--- src/rtl/sa_fifo_ctrl_16x128.sv ---
`default_nettype none
// ============================================================================
// Module      : sa_fifo_ctrl_16x128
// Description : Valid/ready FIFO controller around an external 16x128 RAM
//               with a registered read address. Data is streamed through the
//               RAM and a 2-entry output skid buffer so that one push and one
//               pop can be sustained every cycle.
// Revision    : 1.0 - initial release
// ============================================================================
module sa_fifo_ctrl_16x128 #(
  parameter int DW       = 128,
  parameter int AW       = 4,
  parameter int OB_DEPTH = 2
) (
  input  logic          clk,
  input  logic          reset,
  // push side
  input  logic          in_valid,
  output logic          in_ready,
  input  logic [DW-1:0] in_data,
  // pop side
  output logic          out_valid,
  input  logic          out_ready,
  output logic [DW-1:0] out_data,
  // occupancy
  output logic [4:0]    count,
  // RAM write port
  output logic [AW-1:0] ram_wa,
  output logic          ram_we,
  output logic [DW-1:0] ram_di,
  // RAM read port
  output logic [AW-1:0] ram_ra,
  output logic          ram_re,
  input  logic [DW-1:0] ram_dout,
  // power-down bus
  input  logic [31:0]   pwrbus_ram_pd_in,
  output logic [31:0]   ram_pwrbus_pd
);

  // Number of RAM slots; ram_cnt reaching this value means the RAM is full.
  localparam logic [AW:0] c_ram_depth = (AW+1)'(2**AW);
  localparam logic [2:0]  c_ob_depth  = 3'(OB_DEPTH);
  localparam logic [1:0]  c_ob_full   = 2'(OB_DEPTH);

  // Architectural state
  logic [AW-1:0] wr_ptr_q,  wr_ptr_d;
  logic [AW-1:0] rd_ptr_q,  rd_ptr_d;
  logic [AW:0]   ram_cnt_q, ram_cnt_d;
  logic          rd_pend_q, rd_pend_d;
  logic [1:0]    ob_cnt_q,  ob_cnt_d;
  logic [DW-1:0] ob_head_q, ob_head_d;
  logic [DW-1:0] ob_tail_q, ob_tail_d;

  // Handshake and read-issue decisions
  logic          push;
  logic          pop;
  logic          rd_issue;
  logic [2:0]    ob_committed;

  // Handshakes, read-issue decision and RAM port drive.
  always_comb begin
    in_ready  = (ram_cnt_q != c_ram_depth);
    out_valid = (ob_cnt_q != 2'd0);
    // The reset term keeps the RAM write strobe quiet while reset is held,
    // even though in_ready reads 1 in that state.
    push      = in_valid & in_ready & ~reset;
    pop       = out_valid & out_ready;
    // Skid entries that will be occupied once the in-flight read lands,
    // net of a pop this cycle. A new read is issued only if it will fit.
    ob_committed = {1'b0, ob_cnt_q} + {2'b00, rd_pend_q} - {2'b00, pop};
    rd_issue  = (ram_cnt_q != '0) & (ob_committed < c_ob_depth);

    ram_we    = push;
    ram_wa    = wr_ptr_q;
    ram_di    = in_data;
    ram_re    = rd_issue;
    ram_ra    = rd_ptr_q;

    out_data  = ob_head_q;
    count     = ram_cnt_q + {{AW{1'b0}}, rd_pend_q} + {{(AW-1){1'b0}}, ob_cnt_q};

    ram_pwrbus_pd = pwrbus_ram_pd_in;
  end

  // Pointer, RAM occupancy and read-pending next-state.
  always_comb begin
    wr_ptr_d  = wr_ptr_q;
    rd_ptr_d  = rd_ptr_q;
    ram_cnt_d = ram_cnt_q;
    rd_pend_d = rd_issue;
    if (push) begin
      wr_ptr_d = wr_ptr_q + 1'b1;
    end
    if (rd_issue) begin
      rd_ptr_d = rd_ptr_q + 1'b1;
    end
    // A slot is released at the issue edge: the RAM has already latched
    // the read address, and the capture on the next edge samples the old
    // contents even if that slot is rewritten on the same edge.
    ram_cnt_d = ram_cnt_q + {{AW{1'b0}}, push} - {{AW{1'b0}}, rd_issue};
  end

  // Output skid buffer next-state: capture of RAM data and head advance.
  always_comb begin
    ob_head_d = ob_head_q;
    ob_tail_d = ob_tail_q;
    ob_cnt_d  = ob_cnt_q;
    case ({rd_pend_q, pop})
      2'b01: begin
        // Pop only: tail moves up if present.
        if (ob_cnt_q == c_ob_full) begin
          ob_head_d = ob_tail_q;
        end
        ob_cnt_d = ob_cnt_q - 2'd1;
      end
      2'b10: begin
        // Capture only: land in the first free position.
        if (ob_cnt_q == 2'd0) begin
          ob_head_d = ram_dout;
        end else begin
          ob_tail_d = ram_dout;
        end
        ob_cnt_d = ob_cnt_q + 2'd1;
      end
      2'b11: begin
        // Capture and pop together: occupancy unchanged.
        if (ob_cnt_q == c_ob_full) begin
          ob_head_d = ob_tail_q;
          ob_tail_d = ram_dout;
        end else begin
          ob_head_d = ram_dout;
        end
      end
      default: begin
        ob_cnt_d = ob_cnt_q;
      end
    endcase
  end

  // State registers with asynchronous reset; RAM contents are untouched.
  always_ff @(posedge clk or posedge reset) begin
    if (reset) begin
      wr_ptr_q  <= '0;
      rd_ptr_q  <= '0;
      ram_cnt_q <= '0;
      rd_pend_q <= 1'b0;
      ob_cnt_q  <= 2'd0;
      ob_head_q <= '0;
      ob_tail_q <= '0;
    end else begin
      wr_ptr_q  <= wr_ptr_d;
      rd_ptr_q  <= rd_ptr_d;
      ram_cnt_q <= ram_cnt_d;
      rd_pend_q <= rd_pend_d;
      ob_cnt_q  <= ob_cnt_d;
      ob_head_q <= ob_head_d;
      ob_tail_q <= ob_tail_d;
    end
  end

endmodule
`default_nettype wire
--- config.mk ---
export PLATFORM = sky130hd
export DESIGN_NAME = sa_fifo_ctrl_16x128
export DESIGN_NICKNAME = d
export VERILOG_FILES = /design/src/rtl/sa_fifo_ctrl_16x128.sv
export SDC_FILE = /design/constraint.sdc
export NUM_CORES = 1
export LEC_CHECK = 0
export ABC_AREA = 0
export CAP_MARGIN = 10
export CORE_AREA = 2 2 235 237
export CTS_BUF_LIST = sky130_fd_sc_hd__clkbuf_4 sky130_fd_sc_hd__clkbuf_8
export DETAILED_ROUTE_END_ITERATION = 8
export DIE_AREA = 0 0 237 239
export GPL_TIMING_DRIVEN = 0
export HOLD_SLACK_MARGIN = 0.02
export PLACE_DENSITY_LB_ADDON = 0.05
export SLEW_MARGIN = 20
export SYNTH_ARGS = -nofsm -noshare
export SYNTH_HDL_FRONTEND = slang
export SYNTH_SLANG_ARGS = --single-unit
--- constraint.sdc ---
create_clock -name clk -period 10.55 [get_ports clk]
set_clock_uncertainty 0.1 [all_clocks]
set_input_delay 1.5825 -clock clk [delete_from_list [all_inputs] [get_ports clk]]
set_output_delay 1.5825 -clock clk [all_outputs]
set_load 0.1 [all_outputs]
## Yosys cells after proc, flatten, opt, wreduce, memory -nomap -nowiden

Index checks and enable logic that the tools add are counted.

- Reductions and logical operators: 8
- Muxes and demuxes: 8
- Shift-type cells: 0
- Equality and inequality tests: 9
- Add/subtract/negate cells: 10
- Multipliers: 0
- Bitwise gates (word level): 5
- Divide/modulo/power cells: 0
- Magnitude comparators: 1

Operators by type and width:

| kind | number |
|---|---|
| $mux 128 | 5 |
| $pmux 128 s3 | 1 |
| $pmux 128 s2 | 1 |
| $add 5x1->5 | 2 |
| $add 4x1->4 const B | 2 |
| $ne 2x2->1 const B | 4 |
| $eq 2x2->1 const B | 3 |
| $reduce_and 3->1 | 2 |
| $reduce_bool 2->1 | 3 |
| $add 5x2->5 | 1 |
| $ne 5x5->1 const B | 1 |
| $reduce_bool 5->1 | 1 |
| $sub 5x1->5 | 1 |
| $and 1x1->1 | 4 |
| $pmux 2 s2 | 1 |
| $add 2x1->3 | 1 |
| $lt 3x2->1 const B | 1 |
| $reduce_bool 3->1 | 1 |
| $sub 3x1->3 | 1 |
| $add 2x1->2 const B | 1 |
| $eq 2x1->1 const B | 1 |
| $logic_not 2->1 | 1 |
| $sub 2x1->2 const B | 1 |
| $not 1->1 | 1 |

- Output and inout bits: 305
- Logic and storage cells: 48
- Memories kept: 0
- Memory bits (read-only): 0
- Flip-flop bits (word level): 272
- Latch bits: 0
- Bits of input ports: 292
- Memory bits (writable): 0

## Longest topological paths before layout

- Word-level depth: 6
- Depth in mapped cells: 17
- Gate-level depth less buffers: 15

## Worst setup path before layout

OpenSTA, ideal clock, no wires.

- Path kind: input -> register
- From: input out_ready
- To: register ram_cnt_q[4]
- Library setup time: 80 ps
- Stages: 15
- Buffers on the path: 1
- Slack: 3497 ps
- Arrival: 6873 ps
- Data required time: 10370 ps
- Path through: nand3b_2 > buf_1 > inv_1 > fa_1 > xor2_1 > a211oi_1 > ha_1 > inv_1 > ha_1 > inv_1 > fa_1 > inv_1 > a21oi_1 > o21bai_1 > xnor2_1

- Longest elaborated chain between the ends: 5

RTL lines:

| item | RTL line | RTL |
|---|---|---|
| from (decl) | 23 | `input logic out_ready,` |
| $and 1x1->1 | 67 | `pop = out_valid & out_ready;` |
| $sub 3x1->3 | 70 | `ob_committed = {1'b0, ob_cnt_q} + {2'b00, rd_pend_q} - {2'b00, pop};` |
| $lt 3x2->1 | 71 | `rd_issue = (ram_cnt_q != '0) & (ob_committed < c_ob_depth);` |
| $and 1x1->1 | 71 |  |
| named net ram_re | 33 | `output logic ram_re,` |
| $sub 5x1->5 | 100 | `ram_cnt_d = ram_cnt_q + {{AW{1'b0}}, push} - {{AW{1'b0}}, rd_issue};` |
| named net ram_cnt_d[4] | 48 | `logic [AW:0] ram_cnt_q, ram_cnt_d;` |
| to (signal assigned) | 153 | `ram_cnt_q <= ram_cnt_d;` |
| to (decl) | 48 |  |

The timed path passes the listed nets, and every way through them passes these cells.
A chain may end at the register's enable or synchronous reset.

## Worst setup path after layout

- From: input out_ready
- To: output ram_re

- Longest elaborated chain between the ends: 4

RTL lines:

| item | RTL line |
|---|---|
| $and 1x1->1 | 67 |
| $sub 3x1->3 | 70 |
| $lt 3x2->1 | 71 |
| $and 1x1->1 | 71 |
| to (decl) | 33 |

No other way between the ends.

==> impl_results.md <==
- Sequential element share of the synthesized area: 51.6%
- Routed WL: 43,000 um
- Fin crit period: 7250 ps
- Root Driver: clkbuf_8
- Flop-to-flop setup slack: a little over 6000 ps
- Die Footprint: 56,600 um^2
- WHS: roughly 370 ps
- Commonest cells after routing, fill and taps aside: clkdlybuf4s50_1, mux2_2, dfrtp_1
- Number of flops mapped to enable cells by yosys: 0
- Crit start category: input port
- # placed instances: around 2.1k
- Clk_lat worst skew: roughly 620 ps
- Setup_tns: 0 ps
- CP Capture Point: ram_re
- Setup crit end kind: primary output
- RR Startpoint: ob_cnt_q[1]$_DFFE_PP0P_
- RSZ-0062 raised after global routing: no
- Antenna violations before repair: 14
- Layout cells sized above 1: 43.2%
- Final period util: 68.7%
- H-tree levels: 2
- Placer Congestion: 0.766
- YS warnings: 0
- Buffers on Ports: 436
- DRC Markers: 0
- DRC marker count from the first detailed-route iteration: ~230
- Non-Filler Instances: between 2k and 2.5k
- Post-CTS setup buffer count: 0
- Largest net degree at the start of global routing: 87
- Crit path DAT: between 5000 and 6000 ps
- Syn nets: between 1k and 1.5k
- Nets: 1,754
- Number of fillers in the final layout: 5,317
- Multi-input gate area: 4760 um^2
- Commonest non-fill, non-tap cell in the layout: clkdlybuf4s50_1
- Reg2reg end: ram_cnt_q[4]$_DFF_PP0_
- CTS Buf Count: 54
- Slew HR: 24.7%
- Synth Cell Area: 13,200 um^2
- Distinct cells, synth: 35
- Crit Path Max Fanout: 10
- Vias per Instance: 4.12
- Most common cell on crit path: clkdlybuf4s50_1
- Critical-path cell list: clkdlybuf4s50_1 > nand3b_2 > buf_1 > inv_1 > fa_1 > xor2_1 > a211oi_2 > clkdlybuf4s50_1
- Maxcap violations: 0
- FF/Latch Area: 6810 um^2
- Via count: about 9k
- Synthesized instance count: 953
- Global-route usage over all layers: 14.7%
- F_max: around 0.14 GHz
- Drt pass-1 iters: 4
- Reg clk slew, reported paths: 50 ps
- Initial Util: 24.3%
- Die height: 239 um
- Status: complete, no violations
- Synth Flop Type: dfrtp_1
- Final hold viol count: 0
- HPWL Detailed: 32,000 um
- Mean Syn Cell Area: 13.8 um^2
- First-pass GRT wire length: 62,200 um
- Total global routing overflow: 0
- CTS tree: built
- Core area: 54,300 um^2
- Hold path cells: 1
- Kind of critical path: in2out
- # resized after CTS: 0
- # setup viols final: 0
- P&R area growth vs syn: 49.2%
- Vias in the first global route: 9,525
- Std cell rows: 86
- # hold bufs at CTS: 0
- Worst Tran Pin Value: 1130 ps
- Hold crit path type: reg2reg
- Antenna Violating Nets Remaining: 0
- IO Count: 597
- Async S/R FF share, synth: 100%
- Routed wire length per instance: 19.6 um
- CP required: ~8900 ps
- Chip Width: ~240 um
- Clock Sinks: 272
- Slowest Stage Delay on Critical Path: 1260 ps
- Worst Setup SP: out_ready
- Final Max Tran Viols: 0
- CTS max path bufs: 3
- Synth Register Bits: approximately 270
- Slowest-stage cell, CP: clkdlybuf4s50_1
- FF-to-FF path depth: 16
[registers in the layout (all words and copies together), names as in the netlist]
name       count
rd_pend_q      1
ob_cnt_q       2
ram_wa         4
ram_ra         4
ram_cnt_q      5
out_data     128
ob_tail_q    128
[routing by layer]
layer / routed length, um / vias to the layer above / GRT usage, %
li1: - / 4151 / -
met1: 17000 / 4434 / 16.8
met2: 20700 / 322 / 24.7
met3: 4300 / 85 / 6.85
met4: 861 / 24 / 4.28
met5: 170 / - / 0
[Yosys cell counts, drive strengths merged, types with 3 or more instances]
library cell	n	area share, %
a21oi	5	0.19
o21a	12	0.68
mux2	351	30
o21ai	7	0.27
ha	10	0.95
fa	4	0.61
o221ai	4	0.27
xor2	6	0.40
xnor2	9	0.60
nand2	13	0.37
o22a	12	0.80
dfrtp	272	52
nand4	3	0.14
clkbuf	4	0.11
buf	200	11
inv	26	0.74
[kinds of logic after synthesis]
| logic type | synth area share, % |
|---|---|
| AOI/OAI and AO/OA | 2.54 |
| xor gates and xnor gates | 0.997 |
| adders and majority gates | 1.56 |
| buffers and inverters | 12.3 |
| DFF | 51.6 |
| muxes | 30.0 |
| and+or+nand+nor | 0.959 |
[per-stage QoR]
step / setup WS [ps] / utilization (%) / cell area (um^2)
after detailed placement: 2850 / 34.1 / 18500
after global routing: 3080 / 36.2 / 19700
after floorplan: 1370 / - / 13200
after global placement: -3640 / 33.9 / 18400
after CTS: 2840 / 36.2 / 19700
final: 3300 / 36.2 / 19700
[worst min-delay path by stage]
| stage | start | endpoint | slack, ps |
|---|---|---|---|
| 6_report | ram_ra[3]$_DFFE_PP0P_ | ram_ra[3]$_DFFE_PP0P_ | 370 |
| 5_1_grt | ram_ra[3]$_DFFE_PP0P_ | ram_ra[3]$_DFFE_PP0P_ | 390 |
| 4_1_cts | ram_wa[3]$_DFFE_PP0P_ | ram_wa[3]$_DFFE_PP0P_ | 370 |
| 3_5_place_dp | ram_wa[3]$_DFFE_PP0P_ | ram_wa[3]$_DFFE_PP0P_ | 370 |
| 3_3_place_gp | ram_ra[3]$_DFFE_PP0P_ | ram_ra[3]$_DFFE_PP0P_ | 360 |
| 2_1_floorplan | ob_tail_q[63]$_DFFE_PP0P_ | ob_tail_q[63]$_DFFE_PP0P_ | 350 |
[critical path: cells and delay by family]
kind	cells	cell delay (ps)
buf+inv	4	2560
fa+ha+maj	1	460
compound gates	1	560
simple gates	1	240
xor+xnor	1	160
[cell type report]
cell class | count | area share, %
clock inverters | 4 | 0.115
inverters | 26 | 0.534
multi-input cells | 451 | 24.2
clock buffers | 90 | 5.69
flip-flops and latches | 272 | 34.6
diodes | 1 | 0.0127
repair buffers | 439 | 22.6
well taps | 704 | 4.48
plain buffers | 204 | 7.77
Power is left out: the tool's default activity adds up to more than one toggle a clock period on the data nets, which glitch-free logic cannot reach.
